$ cat src/rtl/fifo_rd_packer_if.sv
// Bundle of the FIFO read port and the packed output stream seen by fifo_rd_packer.
// The packer uses the master view and the surrounding environment uses the slave view.
`default_nettype none

interface fifo_rd_packer_if #(
  parameter int DSIZE = 8,
  parameter int PACK  = 4,
  parameter int CNTW  = 16
);
  logic [DSIZE-1:0]      rdata;
  logic                  rempty;
  logic                  rinc;
  logic                  flush;
  logic [DSIZE*PACK-1:0] out_data;
  logic [PACK-1:0]       out_be;
  logic                  out_valid;
  logic                  out_ready;
  logic [CNTW-1:0]       word_count;
  logic                  busy;

  modport master (
    input  rdata, rempty, flush, out_ready,
    output rinc, out_data, out_be, out_valid, word_count, busy
  );

  modport slave (
    output rdata, rempty, flush, out_ready,
    input  rinc, out_data, out_be, out_valid, word_count, busy
  );
endinterface

`default_nettype wire

$ cat src/rtl/fifo_rd_packer.sv
// Pops items from a first-word-fall-through FIFO and packs PACK of them into one
// little-endian word on a valid/ready stream; a flush emits a partial word with lane enables.
`default_nettype none

module fifo_rd_packer #(
  parameter int DSIZE = 8,
  parameter int PACK  = 4,
  parameter int CNTW  = 16
) (
  input  logic              rclk,
  input  logic              rrst,
  fifo_rd_packer_if.master  bus
);
  localparam int CW = $clog2(PACK + 1);
  localparam int WW = DSIZE * PACK;

  typedef enum logic [0:0] {
    FILL  = 1'b0,
    DRAIN = 1'b1
  } state_t;

  state_t          state, state_nx;
  logic [CW-1:0]   acc_cnt, acc_cnt_nx;
  logic [WW-1:0]   acc, acc_nx;
  logic            flush_pend, flush_pend_nx;
  logic [WW-1:0]   out_data_q;
  logic [PACK-1:0] out_be_q, be_nx;
  logic            out_valid_q;
  logic [CNTW-1:0] word_count_q;
  logic            pop, xfer, accept;

  assign accept = out_valid_q & bus.out_ready;

  // Lanes below acc_cnt hold real items.
  always_comb begin
    be_nx = '0;
    for (int k = 0; k < PACK; k++) begin
      be_nx[k] = (CW'(k) < acc_cnt);
    end
  end

  always_comb begin
    pop           = 1'b0;
    xfer          = 1'b0;
    acc_nx        = acc;
    acc_cnt_nx    = acc_cnt;
    flush_pend_nx = flush_pend;
    state_nx      = state;
    pop = !rrst && !bus.rempty && (acc_cnt < CW'(PACK)) && !flush_pend;
    case (state)
      FILL: begin
        if (pop) begin
          acc_nx[acc_cnt*DSIZE +: DSIZE] = bus.rdata;
          acc_cnt_nx = acc_cnt + CW'(1);
        end
        if (bus.flush) flush_pend_nx = 1'b1;
        if ((acc_cnt_nx == CW'(PACK)) || flush_pend_nx) state_nx = DRAIN;
      end
      DRAIN: begin
        // A flush arriving here is absorbed: only one can be pending.
        if ((acc_cnt != '0) && (!out_valid_q || bus.out_ready)) begin
          xfer          = 1'b1;
          acc_nx        = '0;
          acc_cnt_nx    = '0;
          flush_pend_nx = 1'b0;
          state_nx      = FILL;
        end else if (flush_pend && (acc_cnt == '0)) begin
          flush_pend_nx = 1'b0;
          state_nx      = FILL;
        end
      end
      default: state_nx = FILL;
    endcase
  end

  always_ff @(posedge rclk) begin
    if (rrst) begin
      state        <= FILL;
      acc          <= '0;
      acc_cnt      <= '0;
      flush_pend   <= 1'b0;
      out_data_q   <= '0;
      out_be_q     <= '0;
      out_valid_q  <= 1'b0;
      word_count_q <= '0;
    end else begin
      state      <= state_nx;
      acc        <= acc_nx;
      acc_cnt    <= acc_cnt_nx;
      flush_pend <= flush_pend_nx;
      // A new word may load in the same cycle the held one is accepted.
      if (xfer) begin
        out_data_q  <= acc;
        out_be_q    <= be_nx;
        out_valid_q <= 1'b1;
      end else if (accept) begin
        out_valid_q <= 1'b0;
      end
      if (accept) word_count_q <= word_count_q + CNTW'(1);
    end
  end

  assign bus.rinc       = pop;
  assign bus.out_data   = out_data_q;
  assign bus.out_be     = out_be_q;
  assign bus.out_valid  = out_valid_q;
  assign bus.word_count = word_count_q;
  assign bus.busy       = (acc_cnt != '0) | out_valid_q | flush_pend;

endmodule

`default_nettype wire

$ cat src/flat_wrapper.sv
// flat-port wrapper written by rule: the top's interface ports become plain ports
module fifo_rd_packer_flat 
#(
  parameter int DSIZE = 8,
  parameter int PACK  = 4,
  parameter int CNTW  = 16
)
  (rclk, rrst, bus_rdata, bus_rempty, bus_flush, bus_out_ready, bus_rinc, bus_out_data, bus_out_be, bus_out_valid, bus_word_count, bus_busy);
  fifo_rd_packer_if #(.DSIZE(DSIZE), .PACK(PACK), .CNTW(CNTW)) bus_i ();
  input  logic rclk;
  input  logic rrst;
  input wire logic [$bits(bus_i.rdata)-1:0] bus_rdata;
  input wire logic [$bits(bus_i.rempty)-1:0] bus_rempty;
  input wire logic [$bits(bus_i.flush)-1:0] bus_flush;
  input wire logic [$bits(bus_i.out_ready)-1:0] bus_out_ready;
  output wire logic [$bits(bus_i.rinc)-1:0] bus_rinc;
  output wire logic [$bits(bus_i.out_data)-1:0] bus_out_data;
  output wire logic [$bits(bus_i.out_be)-1:0] bus_out_be;
  output wire logic [$bits(bus_i.out_valid)-1:0] bus_out_valid;
  output wire logic [$bits(bus_i.word_count)-1:0] bus_word_count;
  output wire logic [$bits(bus_i.busy)-1:0] bus_busy;
  assign bus_i.rdata = bus_rdata;
  assign bus_i.rempty = bus_rempty;
  assign bus_i.flush = bus_flush;
  assign bus_i.out_ready = bus_out_ready;
  assign bus_rinc = bus_i.rinc;
  assign bus_out_data = bus_i.out_data;
  assign bus_out_be = bus_i.out_be;
  assign bus_out_valid = bus_i.out_valid;
  assign bus_word_count = bus_i.word_count;
  assign bus_busy = bus_i.busy;
  fifo_rd_packer #(.DSIZE(DSIZE), .PACK(PACK), .CNTW(CNTW)) u_core (.rclk(rclk), .rrst(rrst), .bus(bus_i));
endmodule
$ cat config.mk
export PLATFORM = sky130hd
export DESIGN_NAME = fifo_rd_packer_flat
export DESIGN_NICKNAME = d
export VERILOG_FILES = /design/src/rtl/fifo_rd_packer_if.sv /design/src/rtl/fifo_rd_packer.sv /design/src/flat_wrapper.sv
export SDC_FILE = /design/constraint.sdc
export NUM_CORES = 1
export LEC_CHECK = 0
export CORE_MARGIN = 2
export CORE_UTILIZATION = 50
export CTS_BUF_LIST = sky130_fd_sc_hd__clkbuf_4 sky130_fd_sc_hd__clkbuf_8
export DETAILED_ROUTE_END_ITERATION = 16
export PLACE_DENSITY = 0.77
export SYNTH_ARGS = -nofsm -noshare
export SYNTH_HDL_FRONTEND = slang
export SYNTH_SLANG_ARGS = --single-unit
$ cat constraint.sdc
create_clock -name rclk -period 2.7 [get_ports rclk]
set_clock_uncertainty 0.1 [all_clocks]
set_input_delay 0.27 -clock rclk [delete_from_list [all_inputs] [get_ports rclk]]
set_output_delay 0.27 -clock rclk [all_outputs]
set_load 0.005 [all_outputs]
==> impl_results.rst, run 1 <==
.. list-table::
   :header-rows: 1

   * - Metric
     - Value
   * - TritonCTS clock tree
     - yes
   * - Clk_lat worst skew
     - 0.35 ns
   * - Worst-Margin Slew
     - 0.765 ns
   * - Lkg Pwr
     - 1.57 nW
   * - Synth Net Count
     - 424
   * - Via count
     - 2968
   * - Startpoint kind of the worst setup timing path
     - flop
   * - Maximum number of pins on one net before global-route repair
     - 83
   * - Placed wire-length estimate
     - 5410 um
   * - Post-CTS setup buffers
     - 0
   * - Fin nets
     - 492
   * - Setup repair after global routing missed its margin
     - false
   * - Final Max Slew Viols
     - 0
   * - Antenna violations before repair
     - 0
   * - Total DRC errors in the routed layout
     - 0
   * - Aggregate routed wire length
     - 7910 um
   * - Die Ht
     - 89.1 um
   * - Number of core rows
     - 31
   * - Most frequent cells in the layout
     - nand2_1 (92), dfxtp_1 (90), clkdlybuf4s50_1 (66), a21oi_1 (43), nor2_1 (24)
   * - Global-route wire length before repair
     - 13000 um
   * - I/O pin count
     - 68
   * - Cts repair resizes
     - 0
   * - Core ar.
     - 7140 sq um
   * - Antenna cell count
     - 0
   * - Cell variety after synth
     - 40
   * - Most common cell after layout, fill and taps aside
     - nand2_1
   * - Simple logic cell fraction of the synthesized area
     - 22.7%
   * - Number of buffers on the longest clock path
     - 2
   * - Post-Layout Inst Area
     - 4630 sq um
   * - Final-layout worst hold slack
     - 0.270 ns
   * - Total negative slack for setup checks
     - 0 ns
   * - Instance count of the mapped netlist
     - 404
   * - Global placer's final weighted congestion
     - 0.867
   * - Average wire length per cell after detail routing
     - 13.7 um
   * - Clock sink count
     - 90
   * - Post-synthesis sequential element count
     - 90
   * - Worst R2R Start
     - u_core.acc_cnt[0]
   * - Final-report setup violation count
     - 0
   * - Final worst-path cycle share
     - 84.1%
   * - HP Start
     - rrst
   * - Hold Crit Class
     - in -> reg
   * - Final Hold Violating Endpoints
     - 0
   * - Max-cap violation count
     - 0
   * - Synthesized area divided by synthesized cell count
     - 8.96 sq um
   * - Clk root buf
     - clkbuf_8
   * - Power density of the placed cells
     - 560 nW/um^2
   * - Number of placed instances with taps included
     - 560
   * - Netlist area before placement
     - 3620 sq um
   * - Arrival time at the worst endpoint
     - 1.90 ns
   * - Fraction of final layout cells sized beyond drive strength 1
     - 8.60%
   * - Syn. warnings
     - 0
   * - Required arrival time at the worst endpoint
     - 2.33 ns
   * - Outcome
     - finished, final reports clean
   * - FMAX
     - 441 MHz
   * - Vias in the first global route
     - 2741
   * - Width of the chip
     - 89.1 um
   * - Post-route antenna net violation count
     - 0
   * - Growth of design area from synthesis to finish
     - 27.9%
   * - CTS H-tree depth
     - 3
   * - Layout fillers
     - 634
   * - Initial core utilization
     - 50.7%
   * - Worst setup path class
     - reg -> out
   * - Adder-cell area share of the yosys netlist
     - 2.42%
   * - Dominant combinational cell family by area after synthesis
     - simple AND/OR/NAND/NOR gates
   * - Number of iterations in the first detailed-routing pass
     - 7
   * - Number of standard cells in the layout, taps in and fillers out
     - 576
   * - Avg Vias per Cell
     - 5.15
   * - Compound-gate portion of the synthesized area
     - 12.8%
   * - Post-CTS Hold Buffers
     - 0
   * - Post-CTS clock slew at the launch and capture registers of the worst setup and hold paths
     - 0.09 ns
   * - Launching instance or port of the critical path
     - u_core.acc_cnt[2]
   * - Standard cell area after detailed placement
     - 4400 sq um
   * - Global-route total usage across every layer
     - 21.0%
   * - Critical Path Fanout Max
     - 7
   * - Fraction of synthesized area in multiplexers
     - 6.26%
   * - I/O Buffers
     - 67
   * - Final global-route overflow total
     - 0
   * - Total power of the final layout
     - 2.59 mW
   * - Total die area
     - 7940 sq um
   * - Setup crit end kind
     - output pin
   * - Sequential element share of the synthesized area
     - 49.8%
   * - Violation count after the first detailed-route iteration
     - 160
   * - Relative slew margins
     - 49.0%
   * - Share of the synthesized netlist area taken by xor and xnor gates
     - 2.42%
   * - Period minus WS final
     - 2.27 ns
   * - Cts bufs inserted
     - 9
   * - Highest ir drop seen on vdd
     - 0.246 mV
[power breakdown]
group	internal (mW)	switching, mW	leakage, nW
clock	0.583	0.457	0.120
sequential	1.34	0.0161	0.726
combinational	0.0809	0.112	0.727
[critical path, cell delays in order, from the launching register on]
cell             delay [ns]
dfxtp_1                0.39
or4_4                  0.58
inv_1                  0.09
clkdlybuf4s50_1        0.50
[registers in the layout (all words and copies together), names as in the netlist]
register,count
u_core.acc_cnt,3
u_core.bus.word_count,16
u_core.state,1
u_core.bus.out_be,4
u_core.bus.out_valid,1
u_core.bus.out_data,32
u_core.flush_pend,1
u_core.acc,32
[cells in the mapped netlist]
cell	number	area share [%]
nand2_1	92	9.5
dfxtp_1	90	50
a21oi_1	43	5.9
nor2_1	25	2.6
nand2b_1	20	3.5
mux2i_1	17	4.7
a22o_1	16	3.9
clkbuf_1	13	1.3
nand3_1	9	1.2
inv_1	8	0.83
ha_1	7	2.4
xnor2_1	6	1.5
mux2_2	5	1.6
nor3_1	5	0.69
nor4_1	5	0.86
nor2b_1	4	0.69
xor2_1	4	0.97
a211oi_1	3	0.62
buf_1	3	0.31
buf_4	3	0.62
nand4_1	3	0.52
o21ai_0	3	0.41
a21oi_4	2	0.90
or3_1	2	0.35
a22oi_1	1	0.21
a311oi_1	1	0.24
a31o_2	1	0.24
and3_1	1	0.17
and4_1	1	0.24
buf_2	1	0.14
buf_6	1	0.31
nand2b_4	1	0.38
nand3b_1	1	0.21
nor3_4	1	0.45
nor3b_1	1	0.21
nor4_4	1	0.59
nor4b_1	1	0.24
o211ai_1	1	0.21
o22ai_1	1	0.17
or4_4	1	0.31
[final timing paths]
| check | to | depth (start not counted) | slack (ns) |
|---|---|---|---|
| max reg2reg | u_core.acc[29] | 7 | 0.44 |
| min | u_core.acc_cnt[1] | 5 | 0.27 |
| min reg2reg | u_core.bus.out_data[27] | 2 | 0.36 |
| max | bus_rinc | 3 | 0.43 |
[cell families (layout without fill, tap and decap cells)]
kind of cell	count (synthesis)	count (layout)
multiplexers	22	22
AND/OR/NAND/NOR	174	174
adder cells (fa/ha/maj)	7	7
buffers and inverters	29	102
flip-flops	90	90
XOR/XNOR	10	10
AO/OA/AOI/OAI	72	72
[stage by stage]
| step | setup slack, ns | utilization (%) |
|---|---|---|
| after floorplan | 0.392 | - |
| after global placement | 0.463 | 61.6 |
| after detailed placement | 0.436 | 61.6 |
| after CTS | 0.421 | 64.8 |
| after global routing | 0.278 | 64.8 |
| final | 0.430 | 64.8 |
[layout make-up]
class | instances | area, sq um | area share [%]
clock inverter | 4 | 73.8 | 1.60
multi-input combinational | 285 | 1690 | 36.6
tap | 99 | 124 | 2.68
clock buffer | 12 | 159 | 3.43
sequential | 90 | 1800 | 38.9
inverter | 8 | 30.0 | 0.649
timing repair buffer | 78 | 748 | 16.2
[metal layers]
metal | up-vias | track usage (%) | part of all wire (%)
met1 | 1389 | 27.5 | 46
met5 | - | 0 | 0
met2 | 76 | 33.2 | 48
li1 | 1494 | - | -
met4 | 0 | 6.51 | 1.2
met3 | 9 | 6.65 | 5.4
(Power assumes the default switching activity.)
==> run 2, diff against run 1 <==
CORE_UTILIZATION = 48   (was 50)
clock period = 1.9 ns   (was 2.7 ns; I/O delays follow)
==> impl_results.rst, run 2 (same netlist as run 1, synthesis figures left out) <==
.. list-table::
   :header-rows: 1

   * - Metric
     - Value
   * - Cts bufs inserted
     - 9 (unchanged)
   * - Core ar.
     - 7290 sq um (+2.2%)
   * - Top Family by Delay on Critical Path
     - simple AND/OR/NAND/NOR gates
   * - Worst-Margin Slew
     - 0.523 ns (-0.242 ns)
   * - Aggregate routed wire length
     - 8660 um (+9.4%)
   * - Post-CTS clock slew at the launch and capture registers of the worst setup and hold paths
     - 0.09 ns (about the same)
   * - Power density of the placed cells
     - 730 nW/um^2 (+30%)
   * - Outcome
     - complete, but fails checks
   * - CTS H-tree depth
     - 3 (unchanged)
   * - Post-route antenna net violation count
     - 0 (unchanged)
   * - FMAX
     - 522 MHz
   * - Via count
     - 3087 (+4.0%)
   * - Final worst-path cycle share
     - 101%
   * - Growth of design area from synthesis to finish
     - 36.2%
   * - Average wire length per cell after detail routing
     - 14.5 um (+5.7%)
   * - Worst setup path class
     - reg -> reg
   * - Clk root buf
     - clkbuf_8
   * - Avg Vias per Cell
     - 5.18 (+0.52%)
   * - Critical Path Fanout Max
     - 8 (+1)
   * - Arrival time at the worst endpoint
     - 2.11 ns (+0.21 ns)
   * - I/O Buffers
     - 67 (unchanged)
   * - Final global-route overflow total
     - 0 (unchanged)
   * - Fraction of final layout cells sized beyond drive strength 1
     - 16.1% (+7.5 points)
   * - Total die area
     - 8250 sq um (+4.0%)
   * - Most frequent cells in the layout
     - nand2_1 (92), dfxtp_1 (87), clkdlybuf4s50_1 (64), a21oi_1 (42), buf_4 (24)
   * - Setup repair after global routing missed its margin
     - true
   * - Violation count after the first detailed-route iteration
     - 192 (+20%)
   * - Vias in the first global route
     - 2990 (+9.1%)
   * - Share of power burned in registers
     - 53.8% (+1.3 points)
   * - Fin nets
     - 512 (+4.1%)
   * - Clk pwr share
     - 36.4% (-3.7 points)
   * - Net Sw Frac
     - 25.2% (+2.7 points)
   * - Initial core utilization
     - 49.6% (-1.1 points)
   * - Global-route total usage across every layer
     - 21.3% (+0.31 points)
   * - Setup WS post-layout
     - -0.0162 ns (-0.446 ns)
   * - Number of iterations in the first detailed-routing pass
     - 4 (-3)
   * - Total power of the final layout
     - 3.60 mW (+39%)
   * - Die Ht
     - 90.8 um (+2.0%)
   * - Slowest cell delay on critical path
     - 0.53 ns (-0.05 ns)
   * - Number of core rows
     - 31 (unchanged)
   * - Worst R2R Start
     - u_core.flush_pend
   * - Worst-path cell with the longest stage delay
     - or4_4
   * - Hold Crit Class
     - in -> reg
   * - Final Hold Violating Endpoints
     - 0 (unchanged)
   * - Violated checks
     - negative setup slack
   * - Relative slew margins
     - 65.1% (+16 points)
   * - Placed wire-length estimate
     - 5750 um (+6.3%)
   * - Most common cell after layout, fill and taps aside
     - nand2_1
   * - Setup crit end kind
     - flop
   * - Launching instance or port of the critical path
     - u_core.flush_pend
   * - TritonCTS clock tree
     - yes
   * - Global-route wire length before repair
     - 14200 um (+9.6%)
   * - Proportion of power drawn by combinational gates
     - 9.7% (+2.3 points)
   * - Pint
     - 2.69 mW (+34%)
   * - Final Max Slew Viols
     - 0 (unchanged)
   * - Maximum number of pins on one net before global-route repair
     - 83 (unchanged)
   * - Worst path buffer plus inverter count
     - 2 (unchanged)
   * - Cell-by-cell listing of the critical path
     - or4_4, buf_6, nand2b_4, a21oi_4, buf_12, mux2i_2
   * - Required arrival time at the worst endpoint
     - 2.10 ns (-0.23 ns)
   * - I/O pin count
     - 68 (unchanged)
   * - Final-report setup violation count
     - 2 (+2)
   * - Period minus WS final
     - 1.92 ns
   * - Clk_lat worst skew
     - 0.36 ns (about the same)
   * - Lkg Pwr
     - 1.71 nW (+8.5%)
   * - Number of buffers on the longest clock path
     - 2 (unchanged)
   * - Width of the chip
     - 90.8 um (+2.0%)
   * - Total DRC errors in the routed layout
     - 0 (unchanged)
   * - Final-layout worst hold slack
     - 0.231 ns (-0.0388 ns)
   * - Post-CTS Hold Buffers
     - 0 (unchanged)
   * - HP Start
     - rrst
   * - Antenna violations before repair
     - 0 (unchanged)
   * - Startpoint kind of the worst setup timing path
     - flop
   * - Antenna cell count
     - 0 (unchanged)
   * - Switch Pwr
     - 0.908 mW (+55%)
   * - Global placer's final weighted congestion
     - 0.831 (-4.1%)
   * - Highest ir drop seen on vdd
     - 0.569 mV (+130%)
   * - Max-cap violation count
     - 0 (unchanged)
   * - Clock sink count
     - 90 (unchanged)
## run 2: final timing paths
kind,end,slack (ns),cells after the start
setup reg to reg,u_core.acc[30],-0.02,6
hold reg to reg,u_core.bus.out_data[13],0.36,2
hold / removal,u_core.bus.word_count[10],0.23,3
setup / recovery,u_core.acc[30],-0.02,6
## run 2: area by class of cell
class / instances / area, sq um
Multi-Input combinational cell: 285 / 1810
Fill cell: 592 / 2360
Timing Repair Buffer: 98 / 952
Sequential cell: 90 / 1810
Tap cell: 99 / 124
Inverter: 8 / 32.5
Clock inverter: 7 / 76.3
Clock buffer: 9 / 124
## run 2: tightest hold or removal path, delay by kind of cell
family / cells / cell delay [ns]
buffers and inverters: 2 / 0.34
and+or+nand+nor: 1 / 0.12
## run 2: per-layer routing
| layer | vias up | wire length (um) | share of wire, % | global-route usage (%) |
|---|---|---|---|---|
| li1 | 1537 | - | - | - |
| met1 | 1462 | 4010 | 46 | 28.8 |
| met2 | 75 | 4100 | 47 | 33.5 |
| met3 | 13 | 411 | 4.7 | 5.34 |
| met4 | 0 | 137 | 1.6 | 6.94 |
| met5 | - | 0 | 0 | 0 |
## run 2: power groups by stage
stage / sequential, mW / clock, mW / combinational [mW]
after global routing: 1.94 / 1.44 / 0.374
after CTS: 1.94 / 1.34 / 0.326
after floorplan: 1.97 / 0 / 0.209
after global placement: 1.98 / 0 / 0.319
after detailed placement: 1.98 / 0 / 0.325
final: 1.94 / 1.31 / 0.350
## run 2: metrics by stage
step / instance area (sq um) / setup WS, ns / instances / utilization [%] / setup TNS, ns
2_1_floorplan: 3730 / -0.0334 / 404 / - / -0.416
3_3_place_gp: 4640 / -0.0820 / 575 / 63.6 / -2.51
3_5_place_dp: 4640 / -0.151 / 575 / 63.6 / -3.61
4_1_cts: 4840 / 0.00902 / 592 / 66.4 / 0
5_1_grt: 4930 / -0.0809 / 596 / 67.6 / -1.11
6_report: 4930 / -0.0162 / 596 / 67.6 / -0.0186
## run 2: timing repair
item	CTS	global route
endpoints found under the setup margin	2	45
pin swaps	3	6
resized for setup	4	12
buffers inserted	1	4
